**config.mk**
```make
export PLATFORM = sky130hd
export DESIGN_NAME = paridad_serie_flat
export DESIGN_NICKNAME = d
export VERILOG_FILES = /design/src/rtl/paridad_serie_if.sv /design/src/rtl/paridad_serie.sv /design/src/flat_wrapper.sv
export SDC_FILE = /design/constraint.sdc
export NUM_CORES = 1
export LEC_CHECK = 0
export CORE_ASPECT_RATIO = 1.75
export CORE_MARGIN = 2
export CORE_UTILIZATION = 46
export DETAILED_ROUTE_END_ITERATION = 8
export PLACE_DENSITY = 0.78
export SLEW_MARGIN = 20
export SYNTH_ARGS = -nofsm -noshare
export SYNTH_HDL_FRONTEND = slang
export SYNTH_SLANG_ARGS = --single-unit
```
**constraint.sdc**
```tcl
create_clock -name clk -period 1.95 [get_ports clk]
set_clock_uncertainty 0.05 [all_clocks]
set_input_delay 0.195 -clock clk [delete_from_list [all_inputs] [get_ports clk]]
set_output_delay 0.195 -clock clk [all_outputs]
set_load 0.005 [all_outputs]
```
**src/rtl/paridad_serie_if.sv**
```systemverilog
// Bundle for the parity serialiser: parallel TX word handshake, serial TX/RX
// bit streams and the received-word report.
interface paridad_serie_if #(
  parameter int DATA_W = 7,
  parameter int CNT_W  = 8
);
  logic [DATA_W-1:0] data_in;
  logic              parimpar;
  logic              in_valid;
  logic              in_ready;
  logic              tx_bit;
  logic              tx_valid;
  logic              rx_bit;
  logic              rx_valid;
  logic              rx_parimpar;
  logic [DATA_W-1:0] data_out;
  logic              out_valid;
  logic              par_err;
  logic [CNT_W-1:0]  err_cnt;

  modport master (
    output data_in, parimpar, in_valid, rx_bit, rx_valid, rx_parimpar,
    input  in_ready, tx_bit, tx_valid, data_out, out_valid, par_err, err_cnt
  );

  modport slave (
    input  data_in, parimpar, in_valid, rx_bit, rx_valid, rx_parimpar,
    output in_ready, tx_bit, tx_valid, data_out, out_valid, par_err, err_cnt
  );
endinterface

```
**src/rtl/paridad_serie.sv**
```systemverilog
// Serial parity link: TX serialises a word LSB-first plus a parity bit,
// RX deserialises, rechecks parity and keeps a saturating error count.
module paridad_serie #(
  parameter int DATA_W = 7,
  parameter int CNT_W  = 8
) (
  input logic             clk,
  input logic             reset,
  paridad_serie_if.slave  bus
);
  localparam int BW = $clog2(DATA_W + 1);

  typedef enum logic [1:0] {IDLE, SHIFT, PAR} tx_state_e;

  tx_state_e         state, state_d;
  logic [DATA_W-1:0] shreg;
  logic              paridad;
  logic [BW-1:0]     bcnt;
  logic              accept;
  logic              ready_d, txv_d, txb_d;

  assign accept = bus.in_valid & bus.in_ready;

  always_ff @(posedge clk) begin
    if (reset) begin
      state        <= IDLE;
      bus.in_ready <= 1'b0;
      bus.tx_valid <= 1'b0;
      bus.tx_bit   <= 1'b0;
      shreg        <= '0;
      paridad      <= 1'b0;
      bcnt         <= '0;
    end else begin
      state        <= state_d;
      bus.in_ready <= ready_d;
      bus.tx_valid <= txv_d;
      bus.tx_bit   <= txb_d;
      if (accept) begin
        shreg   <= bus.data_in;
        paridad <= (^bus.data_in) ^ bus.parimpar;
        bcnt    <= '0;
      end else if (state == SHIFT) begin
        shreg <= {1'b0, shreg[DATA_W-1:1]};
        bcnt  <= bcnt + BW'(1);
      end
    end
  end

  always_comb begin
    state_d = state;
    unique case (state)
      IDLE:    if (accept) state_d = SHIFT;
      SHIFT:   if (bcnt == BW'(DATA_W - 1)) state_d = PAR;
      PAR:     state_d = accept ? SHIFT : IDLE;
      default: state_d = IDLE;
    endcase
  end

  // Outputs are registered, so decode them from the state being entered.
  always_comb begin
    ready_d = (state_d != SHIFT);
    txv_d   = (state_d != IDLE);
    txb_d   = 1'b0;
    unique case (state_d)
      SHIFT:   txb_d = accept ? bus.data_in[0] : shreg[1];
      PAR:     txb_d = paridad;
      default: txb_d = 1'b0;
    endcase
  end

  logic [BW-1:0]     rcnt;
  logic [DATA_W-1:0] rreg;
  logic              mism;

  assign mism = bus.rx_bit ^ (^rreg) ^ bus.rx_parimpar;

  always_ff @(posedge clk) begin
    if (reset) begin
      rcnt          <= '0;
      rreg          <= '0;
      bus.data_out  <= '0;
      bus.out_valid <= 1'b0;
      bus.par_err   <= 1'b0;
      bus.err_cnt   <= '0;
    end else begin
      bus.out_valid <= 1'b0;
      bus.par_err   <= 1'b0;
      if (bus.rx_valid) begin
        if (rcnt == BW'(DATA_W)) begin
          bus.data_out  <= rreg;
          bus.out_valid <= 1'b1;
          bus.par_err   <= mism;
          if (mism && (bus.err_cnt != {CNT_W{1'b1}}))
            bus.err_cnt <= bus.err_cnt + CNT_W'(1);
          rcnt <= '0;
        end else begin
          rreg <= {bus.rx_bit, rreg[DATA_W-1:1]};
          rcnt <= rcnt + BW'(1);
        end
      end
    end
  end
endmodule

```
**src/flat_wrapper.sv**
```systemverilog
// flat-port wrapper written by rule: the top's interface ports become plain ports
module paridad_serie_flat 
#(
  parameter int DATA_W = 7,
  parameter int CNT_W  = 8
)
  (clk, reset, bus_data_in, bus_parimpar, bus_in_valid, bus_rx_bit, bus_rx_valid, bus_rx_parimpar, bus_in_ready, bus_tx_bit, bus_tx_valid, bus_data_out, bus_out_valid, bus_par_err, bus_err_cnt);
  paridad_serie_if #(.DATA_W(DATA_W), .CNT_W(CNT_W)) bus_i ();
  input logic clk;
  input logic reset;
  input wire logic [$bits(bus_i.data_in)-1:0] bus_data_in;
  input wire logic [$bits(bus_i.parimpar)-1:0] bus_parimpar;
  input wire logic [$bits(bus_i.in_valid)-1:0] bus_in_valid;
  input wire logic [$bits(bus_i.rx_bit)-1:0] bus_rx_bit;
  input wire logic [$bits(bus_i.rx_valid)-1:0] bus_rx_valid;
  input wire logic [$bits(bus_i.rx_parimpar)-1:0] bus_rx_parimpar;
  output wire logic [$bits(bus_i.in_ready)-1:0] bus_in_ready;
  output wire logic [$bits(bus_i.tx_bit)-1:0] bus_tx_bit;
  output wire logic [$bits(bus_i.tx_valid)-1:0] bus_tx_valid;
  output wire logic [$bits(bus_i.data_out)-1:0] bus_data_out;
  output wire logic [$bits(bus_i.out_valid)-1:0] bus_out_valid;
  output wire logic [$bits(bus_i.par_err)-1:0] bus_par_err;
  output wire logic [$bits(bus_i.err_cnt)-1:0] bus_err_cnt;
  assign bus_i.data_in = bus_data_in;
  assign bus_i.parimpar = bus_parimpar;
  assign bus_i.in_valid = bus_in_valid;
  assign bus_i.rx_bit = bus_rx_bit;
  assign bus_i.rx_valid = bus_rx_valid;
  assign bus_i.rx_parimpar = bus_rx_parimpar;
  assign bus_in_ready = bus_i.in_ready;
  assign bus_tx_bit = bus_i.tx_bit;
  assign bus_tx_valid = bus_i.tx_valid;
  assign bus_data_out = bus_i.data_out;
  assign bus_out_valid = bus_i.out_valid;
  assign bus_par_err = bus_i.par_err;
  assign bus_err_cnt = bus_i.err_cnt;
  paridad_serie #(.DATA_W(DATA_W), .CNT_W(CNT_W)) u_core (.clk(clk), .reset(reset), .bus(bus_i));
endmodule
```
After elaboration in Yosys (flattened, before gate mapping)

Cells that the tools add are included.

Bitwise gates (word level): 6
Muxes and demuxes: 10
Reductions and logical operators: 12
Equality and inequality tests: 8
Add/subtract/negate cells: 3

Operators by type and width:

| kind                                          | number |
|---|---|
| 2-to-1 mux 7 bit                              | 2 |
| XOR reduction 7 bit                           | 2 |
| adder 8 x 1 -> 8 bit, second input constant   | 1 |
| != test 8 bit, second input constant          | 1 |
| adder 3 x 1 -> 3 bit, second input constant   | 2 |
| == test 3 bit, second input constant          | 2 |
| one-hot mux 2 bit (3 select lines)            | 1 |
| == test 2 x 1 -> 1 bit, second input constant | 2 |
| == test 2 bit, second input constant          | 2 |
| 2-to-1 mux 2 bit                              | 2 |
| AND reduction 2 bit                           | 2 |
| nonzero test 2 bit                            | 2 |
| OR reduction 2 bit                            | 2 |
| 2-to-1 mux 1 bit                              | 3 |
| 2-to-1 mux 3 bit                              | 1 |
| AND reduction 3 bit                           | 1 |
| OR reduction 3 bit                            | 1 |
| bitwise XOR 1 bit                             | 3 |
| zero test 2 bit                               | 1 |
| != test 2 x 1 -> 1 bit, second input constant | 1 |
| NOT 1 bit                                     | 2 |
| one-hot mux 1 bit (2 select lines)            | 1 |
| bitwise AND 1 bit                             | 1 |
| logical AND 1 bit                             | 1 |

Register bits: 43
Output and inout port bits: 20
Word-level logic and storage cells: 52

Longest topological paths before layout

Word-level depth: 5
Gate-level depth with buffers: 8

Least setup slack after synthesis

No wires, ideal clock.

Path kind: reg2reg
Start: register u_core.rreg[4]
End: register u_core.bus.err_cnt[4]
Slack: -0.020 ns
Cell stages (with the launch flop): 6
Arrival time: 1.800 ns
Data required time: 1.779 ns
Cells stage by stage: dfxtp_1 -> xor2_1 -> xnor3_1 -> xor2_1 -> nor4b_1 -> mux2_2

Longest elaborated chain between the ends: 5

RTL lines:

| what                                 | line                   | text |
|---|---|---|
| start: declaration                   | paridad_serie.sv:72    | `logic [DATA_W-1:0] rreg;` |
| start signal: assignment             | paridad_serie.sv:97    | `rreg <= {bus.rx_bit, rreg[DATA_W-1:1]};` |
| XOR reduction 7 bit                  | paridad_serie.sv:75    | `assign mism = bus.rx_bit ^ (^rreg) ^ bus.rx_parimpar;` |
| bitwise XOR 1 bit (2 in a row)       | paridad_serie.sv:75    |  |
| logical AND 1 bit                    | paridad_serie.sv:93    | `if (mism && (bus.err_cnt != {CNT_W{1'b1}}))` |
| AND reduction 3 bit (no source line) | --                     |  |
| end signal: assignment               | paridad_serie.sv:94    | `bus.err_cnt <= bus.err_cnt + CNT_W'(1);` |
| end: declaration                     | paridad_serie_if.sv:28 | `output in_ready, tx_bit, tx_valid, data_out, out_valid, par_err, err_cnt` |

Every way passes these cells.
A chain may end at the register's enable or synchronous reset.

Worst setup path after layout

Start: register u_core.rreg[0]
End: register u_core.bus.err_cnt[3]

Same word-level chain as after synthesis.

==> qor.yml <==
run_status:
  status: "complete, but fails checks"
  failed_checks: "setup timing"
yosys:
  syn_area_um2: 1880
  synthArstFlopShare: 0
  synth_nets: 230
  synth.avg_cell_area_um2: 8.99
  seq_area_frac_synth: 0.447
  ys_types: 34
  synth_seq_cells: 42
  synth_edf_count: 0
  ys_warn_count: 0
  syn_inst: 209
  synth-main-ff-cell: "dfxtp_1"
worst_setup_path:
  cp-start-kind: "flop"
  criticalPathCategory: "flop to flop"
  critPathMaxFanout: 5
  crit_chain: "xnor2_2 > xnor3_2 > xor2_2 > buf_4 > or4_4 > a21oi_2"
  crit_family: "XOR/XNOR gates"
  rrSetupSlack_ns: -0.07
  crit_path_end_kind: "flop"
  critPathMaxStageDelay_ns: 0.48
  reg2reg_to: "u_core.bus.err_cnt[3]"
  r2r-start: "u_core.rreg[0]"
  cp_slowest_cell: "xnor3_2"
  critPathBufInv: 1
  cp.arrival_ns: 2.20
  cp_data_required_time_ns: 2.13
  r2r_cells: 6
sta:
  tns_ns: -0.145
  maxSlewHeadroom: 0.774
  finalCritPeriodShare: 1.04
  setup_viol_count_final: 2
  fmaxAchievable_mhz: 494
  tightest_slew_ns: 0.331
  fin_ws_ns: -0.0728
  final_hold_viol_count: 0
  finalCriticalPeriod_ns: 2.02
  slew_viol_final: 0
  whs_ns: 0.403
  rsz0062_at_grt: "yes"
route:
  drc: 0
  vias_per_cell: 5.23
  post_drt_wl_per_cell_um: 12.3
  drt_iter0_drc: 15
  vias: 1589
  routed_wl_um: 3740
  drtAntennaViolNets: 0
  dr.pass1.iters: 4
global_route:
  grt_pass1_wl_um: 6110
  grt_pass1_vias: 1487
  grtUsageTotal: 0.177
  grt_overflow: 0
  met1_usage: 0.166
  busiest_layer: "met2"
  gr-usage-met2: 0.342
  met3_usage: 0.0490
  antenna_found_initial: 0
  grt_max_degree: 44
power:
  p_per_area_nw_per_um2: 714
  p_leak_nw: 0.980
  ir_worst_vdd_v: 0.000544
clock_tree:
  clock_path_buffers: 2
  clk_pin_slew_ns: 0.08
  clock-sinks: 42
  tritoncts.num_buffers: 5
  htree_levels: 2
  clockRootBuffer: "clkbuf_8"
  insertion_delay_ns: 0.29
  tritoncts: "done"
floorplanning:
  die-area_um2: 4630
  rows: 30
  coreArea_um2: 3900
  fp.dieH_um: 88.6
  io_pins: 34
  die_w_um: 52.3
  start_util: 0.481
min_path:
  worstHoldPathCells: 2
  worstHoldPathType: "flop to flop"
  min_from: "u_core.bus.data_out[3]"
  min_to: "u_core.bus.data_out[3]"
final_layout:
  n_antenna_cell: 0
  nFillCells: 333
  layout_commonest_cell: "dfxtp_1"
  seq_area_um2: 843
  final_nets: 276
  drive_gt1_frac: 0.137
  multi_input_comb_area_um2: 995
  postLayoutCellArea_um2: 2510
  area_growth_pct: 33.5
  layout_common_cells: "40 x dfxtp_1, 33 x clkdlybuf4s50_1, 27 x nor2_1, 24 x nand2_1, 18 x buf_4"
place:
  dpl.hpwl_um: 2700
  routabilityCongestion: 0.813
  port_buffers: 33
  place_ws_ns: -0.423
  place_area_um2: 2360
run:
  max_cap_violations: 0
registers in the layout (all words and copies together), names as in the netlist:
register,count
u_core.bcnt,3
u_core.bus.err_cnt,8
u_core.bus.tx_valid,1
u_core.bus.in_ready,1
u_core.rreg,7
u_core.bus.tx_bit,1
u_core.state,2
u_core.bus.data_out,7
u_core.rcnt,3
u_core.paridad,1
u_core.bus.out_valid,1
u_core.bus.par_err,1
u_core.shreg,6
power breakdown:
| part | internal (mW) | leakage, nW | switching [mW] |
|---|---|---|---|
| logic | 0.130 | 0.581 | 0.112 |
| clock network | 0.357 | 0.0575 | 0.289 |
| registers | 0.884 | 0.342 | 0.0160 |
synthesized netlist by cell type, types with 3 or more instances:
cell,n,area share
a211oi_1,6,0.024
a21oi_1,15,0.040
clkbuf_1,12,0.024
dfxtp_1,42,0.45
ha_1,7,0.047
inv_1,4,0.0080
mux2i_1,14,0.075
nand2_1,24,0.048
nand4_1,4,0.013
nor2_1,27,0.054
nor2b_1,3,0.010
nor3_1,5,0.013
o31ai_1,3,0.012
or4_1,3,0.012
xnor2_1,13,0.061
xor2_1,3,0.014
repair_timing:
action	CTS	global route
endpoints found under the setup margin	6	6
pin swaps	8	0
hold buffers	0	0
resized for setup	5	2
setup buffers	1	0
kinds of logic after synthesis:
logic type | after synthesis | synth area share
compound gates | 32 | 0.107
xor+xnor | 17 | 0.0866
fa+ha+maj | 7 | 0.0466
buf+inv | 17 | 0.0359
flops | 42 | 0.447
mux | 15 | 0.0806
simple gates | 79 | 0.196
worst max-delay path by stage:
stage	startpoint	endpoint	slack, ns	depth (start not counted)
finish	u_core.rreg[0]	u_core.bus.err_cnt[3]	-0.07	6
global route	u_core.rreg[0]	u_core.bus.err_cnt[3]	-0.13	6
CTS	u_core.rreg[0]	u_core.bus.err_cnt[3]	-0.1	6
detailed placement	bus_rx_parimpar	u_core.bus.err_cnt[3]	-0.42	7
global placement	bus_rx_parimpar	u_core.bus.err_cnt[3]	-0.38	7
floorplan	u_core.rreg[4]	u_core.bus.err_cnt[4]	0.02	5
routing by layer:
layer / vias up / wire, um
li1: 810 / -
met1: 740 / 1380
met2: 33 / 2140
met3: 6 / 148
met4: 0 / 69
met5: - / 0
layout make-up:
cell class / count / area share
Timing Repair Buffer: 52 / 0.194
Tap cell: 48 / 0.0239
Sequential cell: 42 / 0.336
Multi-Input combinational cell: 150 / 0.397
Clock buffer: 8 / 0.0439
Inverter: 4 / 0.00599
per-stage QoR:
stage	std cells	util	power, mW
2_1_floorplan	209	-	1.06
6_report	304	0.643	1.79
5_1_grt	304	0.643	1.86
3_3_place_gp	295	0.606	1.15
3_5_place_dp	295	0.606	1.16
4_1_cts	304	0.641	1.81
worst register-to-register path: stages, from the launching register on:
cell     delay (ns)
dfxtp_2        0.34
xnor2_2        0.16
xnor3_2        0.48
xor2_2         0.18
buf_4          0.16
or4_4          0.47
a21oi_2        0.12
Note: power is estimated with default switching activity, not from simulation.
